===== src/rtl/stack_sequencer_if.sv =====
// Instruction handshake and stack/ALU control bundle for stack_sequencer.
// The slave modport is the sequencer side; the master modport is the
// fetch/datapath side that drives instructions and observes the strobes.
// STK_INSTR_COUNT_EN adds the instr_count signal to both modports.
interface stack_sequencer_if #(
  parameter int DEPTH = 16,
  parameter int SP_W  = 4
);
  logic            instr_valid;
  logic            instr_ready;
  logic [2:0]      opcode;
  logic [2:0]      funct;
  logic            alu_zero;
  logic [SP_W-1:0] stk_addr;
  logic            stk_re;
  logic            stk_we;
  logic            opa_le;
  logic            opb_le;
  logic [2:0]      alu_ctrl;
  logic            mem_re;
  logic            mem_we;
  logic            pc_load;
  logic [SP_W:0]   sp;
  logic            busy;
  logic            err;
`ifdef STK_INSTR_COUNT_EN
  logic [15:0]     instr_count;

  modport slave (
    input  instr_valid, opcode, funct, alu_zero,
    output instr_ready, stk_addr, stk_re, stk_we, opa_le, opb_le,
    output alu_ctrl, mem_re, mem_we, pc_load, sp, busy, err, instr_count
  );

  modport master (
    output instr_valid, opcode, funct, alu_zero,
    input  instr_ready, stk_addr, stk_re, stk_we, opa_le, opb_le,
    input  alu_ctrl, mem_re, mem_we, pc_load, sp, busy, err, instr_count
  );
`else
  modport slave (
    input  instr_valid, opcode, funct, alu_zero,
    output instr_ready, stk_addr, stk_re, stk_we, opa_le, opb_le,
    output alu_ctrl, mem_re, mem_we, pc_load, sp, busy, err
  );

  modport master (
    output instr_valid, opcode, funct, alu_zero,
    input  instr_ready, stk_addr, stk_re, stk_we, opa_le, opb_le,
    input  alu_ctrl, mem_re, mem_we, pc_load, sp, busy, err
  );
`endif
endinterface


===== src/rtl/stack_sequencer.sv =====
// Multi-cycle sequencer for the stack-machine datapath.
// Accepts one decoded instruction, pops 0..2 operands from the stack RF,
// runs a single EXEC cycle (ALU / memory / branch), then optionally pushes
// the result. Owns the stack pointer and traps underflow/overflow into a
// sticky ERR state that only reset leaves.
// Optional feature macro: STK_INSTR_COUNT_EN (adds a 16-bit EXEC counter).
module stack_sequencer #(
  parameter int DEPTH = 16,
  parameter int SP_W  = 4
) (
  input  logic          clk,
  input  logic          reset,
  stack_sequencer_if.slave bus
);

  typedef enum logic [2:0] {
    S_IDLE = 3'd0,
    S_POPA = 3'd1,
    S_POPB = 3'd2,
    S_EXEC = 3'd3,
    S_PUSH = 3'd4,
    S_ERR  = 3'd5
  } state_t;

  // Instruction groups
  localparam logic [2:0] OP_ARITH   = 3'b000;
  localparam logic [2:0] OP_IMM     = 3'b100;
  localparam logic [2:0] OP_LOAD    = 3'b010;
  localparam logic [2:0] OP_STORE   = 3'b110;
  localparam logic [2:0] OP_COMPARE = 3'b001;
  localparam logic [2:0] OP_BRANCH  = 3'b011;
  localparam logic [2:0] OP_PUSH_PC = 3'b101;
  localparam logic [2:0] OP_POP_PC  = 3'b111;

  // Fault arithmetic is done two bits wider than SP_W so that sp-p+q
  // can exceed DEPTH without wrapping.
  localparam int              XW      = SP_W + 2;
  localparam logic [XW-1:0]   DEPTH_X = XW'(DEPTH);

  // Number of operands each group pops.
  function automatic logic [1:0] pops_of(input logic [2:0] op);
    logic [1:0] n;
    case (op)
      OP_ARITH, OP_STORE, OP_COMPARE:        n = 2'd2;
      OP_IMM, OP_LOAD, OP_BRANCH, OP_POP_PC: n = 2'd1;
      default:                               n = 2'd0;  // push_pc
    endcase
    return n;
  endfunction

  // Whether each group pushes a result.
  function automatic logic pushes_of(input logic [2:0] op);
    logic n;
    case (op)
      OP_ARITH, OP_IMM, OP_LOAD, OP_COMPARE, OP_PUSH_PC: n = 1'b1;
      default:                                           n = 1'b0;
    endcase
    return n;
  endfunction

  state_t        state_q, state_d;
  logic [SP_W:0] sp_q, sp_d;
  logic [2:0]    op_q, op_d;
  logic [2:0]    funct_q, funct_d;

  // Fault detection on the incoming (not yet captured) instruction
  logic [1:0]    in_pops;
  logic          in_push;
  logic [XW-1:0] sp_x;
  logic [XW-1:0] sp_after;
  logic          underflow;
  logic          overflow;
  logic          accept;

  // Pop/push counts of the instruction currently being executed
  logic [1:0]    cur_pops;
  logic          cur_push;

  // Stack address one below the top of stack (used by both pop cycles)
  logic [SP_W:0] sp_m1;

  // Moore output shadows driven onto the interface
  logic            instr_ready_o;
  logic [SP_W-1:0] stk_addr_o;
  logic            stk_re_o;
  logic            stk_we_o;
  logic            opa_le_o;
  logic            opb_le_o;
  logic [2:0]      alu_ctrl_o;
  logic            mem_re_o;
  logic            mem_we_o;
  logic            pc_load_o;
  logic            busy_o;
  logic            err_o;

  assign in_pops   = pops_of(bus.opcode);
  assign in_push   = pushes_of(bus.opcode);
  assign sp_x      = {1'b0, sp_q};
  assign sp_after  = sp_x - XW'(in_pops) + XW'(in_push);
  assign underflow = (sp_x < XW'(in_pops));
  assign overflow  = (sp_after > DEPTH_X);
  assign accept    = (state_q == S_IDLE) && bus.instr_valid;

  assign cur_pops  = pops_of(op_q);
  assign cur_push  = pushes_of(op_q);
  assign sp_m1     = sp_q - 1'b1;

  // State, stack pointer and captured instruction registers
  always_ff @(posedge clk or posedge reset) begin
    if (reset) begin
      state_q <= S_IDLE;
      sp_q    <= '0;
      op_q    <= '0;
      funct_q <= '0;
    end else begin
      state_q <= state_d;
      sp_q    <= sp_d;
      op_q    <= op_d;
      funct_q <= funct_d;
    end
  end

  // Next-state sequencing; sp moves by one on each pop and push cycle
  always_comb begin
    state_d = state_q;
    sp_d    = sp_q;
    op_d    = op_q;
    funct_d = funct_q;
    case (state_q)
      S_IDLE: begin
        if (accept) begin
          if (underflow || overflow) begin
            // sp is left untouched on a fault
            state_d = S_ERR;
          end else begin
            op_d    = bus.opcode;
            funct_d = bus.funct;
            state_d = (in_pops != 2'd0) ? S_POPA : S_EXEC;
          end
        end
      end
      S_POPA: begin
        sp_d    = sp_m1;
        state_d = (cur_pops == 2'd2) ? S_POPB : S_EXEC;
      end
      S_POPB: begin
        sp_d    = sp_m1;
        state_d = S_EXEC;
      end
      S_EXEC: begin
        state_d = cur_push ? S_PUSH : S_IDLE;
      end
      S_PUSH: begin
        sp_d    = sp_q + 1'b1;
        state_d = S_IDLE;
      end
      S_ERR: begin
        state_d = S_ERR;
      end
      default: begin
        state_d = S_IDLE;
      end
    endcase
  end

  // Output decode from the registered state; only pc_load for branches
  // additionally looks at the ALU zero flag during EXEC
  always_comb begin
    instr_ready_o = (state_q == S_IDLE);
    busy_o        = (state_q != S_IDLE);
    err_o         = (state_q == S_ERR);
    stk_addr_o    = '0;
    stk_re_o      = 1'b0;
    stk_we_o      = 1'b0;
    opa_le_o      = 1'b0;
    opb_le_o      = 1'b0;
    alu_ctrl_o    = '0;
    mem_re_o      = 1'b0;
    mem_we_o      = 1'b0;
    pc_load_o     = 1'b0;
    case (state_q)
      S_POPA: begin
        stk_re_o   = 1'b1;
        opa_le_o   = 1'b1;
        stk_addr_o = sp_m1[SP_W-1:0];
      end
      S_POPB: begin
        stk_re_o   = 1'b1;
        opb_le_o   = 1'b1;
        stk_addr_o = sp_m1[SP_W-1:0];
      end
      S_EXEC: begin
        alu_ctrl_o = funct_q;
        mem_re_o   = (op_q == OP_LOAD);
        mem_we_o   = (op_q == OP_STORE);
        if (op_q == OP_BRANCH) begin
          // funct[0] selects branch-if-nonzero versus branch-if-zero
          pc_load_o = funct_q[0] ? ~bus.alu_zero : bus.alu_zero;
        end else if (op_q == OP_POP_PC) begin
          pc_load_o = 1'b1;
        end
      end
      S_PUSH: begin
        // A push is only reached when sp < DEPTH, so the low bits suffice
        stk_we_o   = 1'b1;
        stk_addr_o = sp_q[SP_W-1:0];
      end
      default: begin
      end
    endcase
  end

  assign bus.instr_ready = instr_ready_o;
  assign bus.stk_addr    = stk_addr_o;
  assign bus.stk_re      = stk_re_o;
  assign bus.stk_we      = stk_we_o;
  assign bus.opa_le      = opa_le_o;
  assign bus.opb_le      = opb_le_o;
  assign bus.alu_ctrl    = alu_ctrl_o;
  assign bus.mem_re      = mem_re_o;
  assign bus.mem_we      = mem_we_o;
  assign bus.pc_load     = pc_load_o;
  assign bus.sp          = sp_q;
  assign bus.busy        = busy_o;
  assign bus.err         = err_o;

`ifdef STK_INSTR_COUNT_EN
  logic [15:0] instr_count_q;

  // Count executed instructions; faulted ones never reach EXEC
  always_ff @(posedge clk or posedge reset) begin
    if (reset) begin
      instr_count_q <= '0;
    end else if (state_q == S_EXEC) begin
      instr_count_q <= instr_count_q + 16'd1;
    end
  end

  assign bus.instr_count = instr_count_q;
`endif

endmodule


===== src/flat_wrapper.sv =====
// flat-port wrapper written by rule: the top's interface ports become plain ports
module stack_sequencer_flat 
#(
  parameter int DEPTH = 16,
  parameter int SP_W  = 4
)
  (clk, reset, bus_instr_valid, bus_opcode, bus_funct, bus_alu_zero, bus_instr_ready, bus_stk_addr, bus_stk_re, bus_stk_we, bus_opa_le, bus_opb_le, bus_alu_ctrl, bus_mem_re, bus_mem_we, bus_pc_load, bus_sp, bus_busy, bus_err);
  stack_sequencer_if #(.DEPTH(DEPTH), .SP_W(SP_W)) bus_i ();
  input  logic clk;
  input  logic reset;
  input wire logic [$bits(bus_i.instr_valid)-1:0] bus_instr_valid;
  input wire logic [$bits(bus_i.opcode)-1:0] bus_opcode;
  input wire logic [$bits(bus_i.funct)-1:0] bus_funct;
  input wire logic [$bits(bus_i.alu_zero)-1:0] bus_alu_zero;
  output wire logic [$bits(bus_i.instr_ready)-1:0] bus_instr_ready;
  output wire logic [$bits(bus_i.stk_addr)-1:0] bus_stk_addr;
  output wire logic [$bits(bus_i.stk_re)-1:0] bus_stk_re;
  output wire logic [$bits(bus_i.stk_we)-1:0] bus_stk_we;
  output wire logic [$bits(bus_i.opa_le)-1:0] bus_opa_le;
  output wire logic [$bits(bus_i.opb_le)-1:0] bus_opb_le;
  output wire logic [$bits(bus_i.alu_ctrl)-1:0] bus_alu_ctrl;
  output wire logic [$bits(bus_i.mem_re)-1:0] bus_mem_re;
  output wire logic [$bits(bus_i.mem_we)-1:0] bus_mem_we;
  output wire logic [$bits(bus_i.pc_load)-1:0] bus_pc_load;
  output wire logic [$bits(bus_i.sp)-1:0] bus_sp;
  output wire logic [$bits(bus_i.busy)-1:0] bus_busy;
  output wire logic [$bits(bus_i.err)-1:0] bus_err;
  assign bus_i.instr_valid = bus_instr_valid;
  assign bus_i.opcode = bus_opcode;
  assign bus_i.funct = bus_funct;
  assign bus_i.alu_zero = bus_alu_zero;
  assign bus_instr_ready = bus_i.instr_ready;
  assign bus_stk_addr = bus_i.stk_addr;
  assign bus_stk_re = bus_i.stk_re;
  assign bus_stk_we = bus_i.stk_we;
  assign bus_opa_le = bus_i.opa_le;
  assign bus_opb_le = bus_i.opb_le;
  assign bus_alu_ctrl = bus_i.alu_ctrl;
  assign bus_mem_re = bus_i.mem_re;
  assign bus_mem_we = bus_i.mem_we;
  assign bus_pc_load = bus_i.pc_load;
  assign bus_sp = bus_i.sp;
  assign bus_busy = bus_i.busy;
  assign bus_err = bus_i.err;
  stack_sequencer #(.DEPTH(DEPTH), .SP_W(SP_W)) u_core (.clk(clk), .reset(reset), .bus(bus_i));
endmodule

===== config.mk =====
export PLATFORM = sky130hd
export DESIGN_NAME = stack_sequencer_flat
export DESIGN_NICKNAME = d
export VERILOG_FILES = /design/src/rtl/stack_sequencer_if.sv /design/src/rtl/stack_sequencer.sv /design/src/flat_wrapper.sv
export SDC_FILE = /design/constraint.sdc
export NUM_CORES = 1
export LEC_CHECK = 0
export CORE_AREA = 2 2 53 55
export CTS_CLUSTER_DIAMETER = 50
export DETAILED_ROUTE_END_ITERATION = 10
export DIE_AREA = 0 0 55 57
export PLACE_DENSITY_LB_ADDON = 0.15
export SYNTH_ARGS = -nofsm -noshare
export SYNTH_HDL_FRONTEND = slang
export SYNTH_SLANG_ARGS = --single-unit

===== constraint.sdc =====
create_clock -name clk -period 3.78 [get_ports clk]
set_input_delay 0.756 -clock clk [delete_from_list [all_inputs] [get_ports clk]]
set_output_delay 0.756 -clock clk [all_outputs]
set_load 0.005 [all_outputs]

==> reports/metrics.cfg <==
[detailed_routing]
vias=1032
ant_nets=0
wl_per_cell_um=13.38
remaining_drc_errors=0
drtPass1Iterations=4
drt_iter0_drc=14
route.final.wire_length_mm=2.650
via_per_inst=5.212

[finish]
drive_gt1_share_pct=12.57
antenna-diode-count=0
design_area_um2=1577
final_cells=198
syn2layout_area_growth_pct=33.90
fin_nets=192

[clock_tree]
ctsHtreeMaxLevel=1
clk_latency_ns=0.27
clockRootBuffer=clkbuf_4
clock_sinks=14
clock_path_buffers=2
hold_buffers=0
post_cts_buffers=0
path_clk_slew_ns=0.09
cts_inserted_buffers=3
cts.repair.resized=0
cts_tree=done

[timing]
relSlewSlack_pct=64.01
finalCriticalPeriod_ns=3.607
slew_viol_final=0
rsz0062_at_grt=no
fmax_mhz=277.3
finalSetupViolations=0
hold_violations=0
finalCritPeriodShare_pct=95.41
skew_ns=0.002064
tightestPinTransition_ns=0.5393

[synthesis]
netlist_instances=131
ys_seq_area_share_pct=29.76
synth-seq-cells=14
synth_cell_types=36
syn_nets=155
syn_avg_cell_area_um2=8.988
yosysWarnings=0
syn-cell-area_um2=1177

[pwr]
switching_power_mw=0.6479
power_frac_clock_pct=7.2
seqPwrFrac_pct=24.0
ir_drop_uv=536.1
p_comb_share_pct=68.9
intPower_mw=0.8389
p_per_area_nw_per_um2=943.1
p_leak_nw=0.6690
power_switching_share_pct=43.58

[setup_path]
critPathLaunchType=input port
cp-endpoint=u_core.funct_q[2]$_DFFE_PP0P_
cp-end-kind=flop
startpoint=bus_opcode[0]
cp.required_ns=3.94
cpPeakStageDelay_ns=0.48
reg2reg_slack_ns=0.80
cp_slowest_cell=clkdlybuf4s50_1
crit-reg2reg-capture=u_core.funct_q[2]$_DFFE_PP0P_
worstSetupPathType=in -> reg
crit_arrival_ns=3.77
reg2reg_from=u_core.bus.sp[0]$_DFFE_PP0P_
reg2reg_depth=11
crit_chain=clkdlybuf4s50_1, nand2b_1, xnor2_1, ha_1, inv_1, ha_1, fa_1, xnor2_1, or3_1, nor3_2, o211ai_2, nor2_4, mux2_2
crit_fanout=6

[job]
drv_cap=0

[placement]
place_inst=194
io_buffers=31
gp_congestion=0.8004
place_area_um2=1540
place_hpwl_mm=2.175

[grt]
antenna_found_initial=0
grt_max_degree=15
grt_pass1_vias=1016
track_usage_pct=19.63
grt_pass1_wl_mm=4.519
grt_overflow=0

[floorplanning]
coreArea_um2=2615
die_x_um=55
initial_utilization_pct=45.02
die_area_um2=3135
core.rowCount=19
io-pin-count=32
die_h_um=57

[min_path]
worstHoldPathType=reg -> reg

[outcome]
status=completed

how the worst min path moves through the flow:
stage                             startpoint                       endpoint  slack (ns)  cells after the start
3_3_place_gp   u_core.funct_q[2]$_DFFE_PP0P_  u_core.funct_q[2]$_DFFE_PP0P_        0.49                      1
4_1_cts        u_core.funct_q[1]$_DFFE_PP0P_  u_core.funct_q[1]$_DFFE_PP0P_        0.52                      1
6_report       u_core.funct_q[1]$_DFFE_PP0P_  u_core.funct_q[1]$_DFFE_PP0P_        0.51                      1
2_1_floorplan  u_core.funct_q[1]$_DFFE_PP0P_  u_core.funct_q[1]$_DFFE_PP0P_        0.47                      1
5_1_grt        u_core.funct_q[1]$_DFFE_PP0P_  u_core.funct_q[1]$_DFFE_PP0P_        0.54                      1
3_5_place_dp   u_core.funct_q[1]$_DFFE_PP0P_  u_core.funct_q[1]$_DFFE_PP0P_        0.50                      1
cells in the mapped netlist (all sizes together):
library cell / count / area (um^2)
nor3: 5 / 35.03
a211o: 1 / 8.760
nor4: 1 / 6.260
o21ai: 10 / 50.05
o211ai: 1 / 12.51
xor2: 3 / 26.28
and3: 3 / 20.02
a311oi: 1 / 15.01
dfrtp: 14 / 350.3
fa: 1 / 20.02
nor2b: 2 / 12.51
nand2: 10 / 37.54
a22oi: 1 / 7.510
nand3b: 2 / 15.01
buf: 2 / 8.750
xnor2: 8 / 70.07
nor3b: 4 / 30.03
nor2: 10 / 45.04
a21oi: 4 / 20.02
inv: 12 / 45.04
mux2: 6 / 67.56
nand3: 4 / 20.02
and2: 3 / 18.77
a31oi: 1 / 6.260
o31ai: 3 / 22.52
ha: 13 / 162.7
o22ai: 1 / 6.260
or3: 1 / 6.260
a32o: 1 / 10.01
nand2b: 3 / 21.27
routing by layer:
metal  wire, um  GRT usage, %  up-vias
li1           -             -      526
met1       1132         25.04      489
met2       1423         32.65       15
met3         72         3.927        2
met4         21         6.272        0
met5          0             0        -
area by class of cell:
type / count / area [um^2]
Fill cell: 239 / 1039
Timing Repair Buffer: 34 / 332.8
Sequential cell: 14 / 350.3
Clock buffer: 4 / 36.28
Tap cell: 31 / 38.79
Multi-Input combinational cell: 103 / 773.2
Inverter: 12 / 45.04
state kept, by name (all words and copies together) (netlist names):
| register | cells |
|---|---|
| u_core.funct_q | 3 |
| u_core.state_q | 3 |
| u_core.op_q | 3 |
| u_core.bus.sp | 5 |
cell usage in the layout, fill, tap and decap left out, types with 2 or more instances in the layout:
cell type and n:
buf_4 3, nor3_1 3, nor2b_1 2, nor3_2 2, mux2_2 6, inv_1 11
dfrtp_1 14, nand3_1 4, nand3b_1 2, o31ai_1 3, and2_1 3, clkbuf_4 3
clkdlybuf4s50_1 31, nand2b_1 2, xnor2_1 8, nor3b_1 4, o21ai_0 10, and3_1 2
xor2_1 3, nand2_1 10, ha_1 13, a21oi_1 4, nor2_1 9
worst max-delay path: cells and delay by family:
| family | cells | cell delay, ns |
|---|---|---|
| buffers and inverters | 2 | 0.52 |
| xor gates and xnor gates | 2 | 0.27 |
| adders and majority gates | 3 | 0.89 |
| AOI/OAI and AO/OA | 1 | 0.14 |
| and+or+nand+nor | 4 | 0.84 |
| muxes | 1 | 0.37 |
per-stage QoR:
step / worst slack (ns) / util, % / hold WS, ns / power, mW / TNS [ns]
floorplan: 0.5477 / - / 0.4721 / 0.9846 / 0
global placement: -0.04313 / 58.90 / 0.4882 / 1.348 / -0.2535
detailed placement: -0.1210 / 58.90 / 0.5011 / 1.394 / -0.6506
CTS: 0.1606 / 60.29 / 0.5188 / 1.506 / 0
global route: 0.009244 / 60.29 / 0.5352 / 1.642 / 0
finish: 0.1733 / 60.29 / 0.5127 / 1.487 / 0
power groups by stage:
stage | Sequential [mW] | Combinational [mW] | Clock, mW
after global placement | 0.351 | 0.997 | 0
after detailed placement | 0.361 | 1.03 | 0
after global routing | 0.373 | 1.15 | 0.121
after floorplan | 0.306 | 0.678 | 0
after CTS | 0.358 | 1.04 | 0.111
final | 0.356 | 1.02 | 0.107
cells by family (layout without fill, tap and decap cells):
group,Yosys count,in the layout,synth area share [%]
multiplexers,6,6,5.738
flip-flops,14,14,29.76
buffers and inverters,14,50,4.569
AO/OA/AOI/OAI,24,24,13.50
AND/OR/NAND/NOR,48,48,22.74
XOR/XNOR,11,11,8.183
adder cells (fa/ha/maj),14,14,15.52
Power figures use the tool's default switching activity.
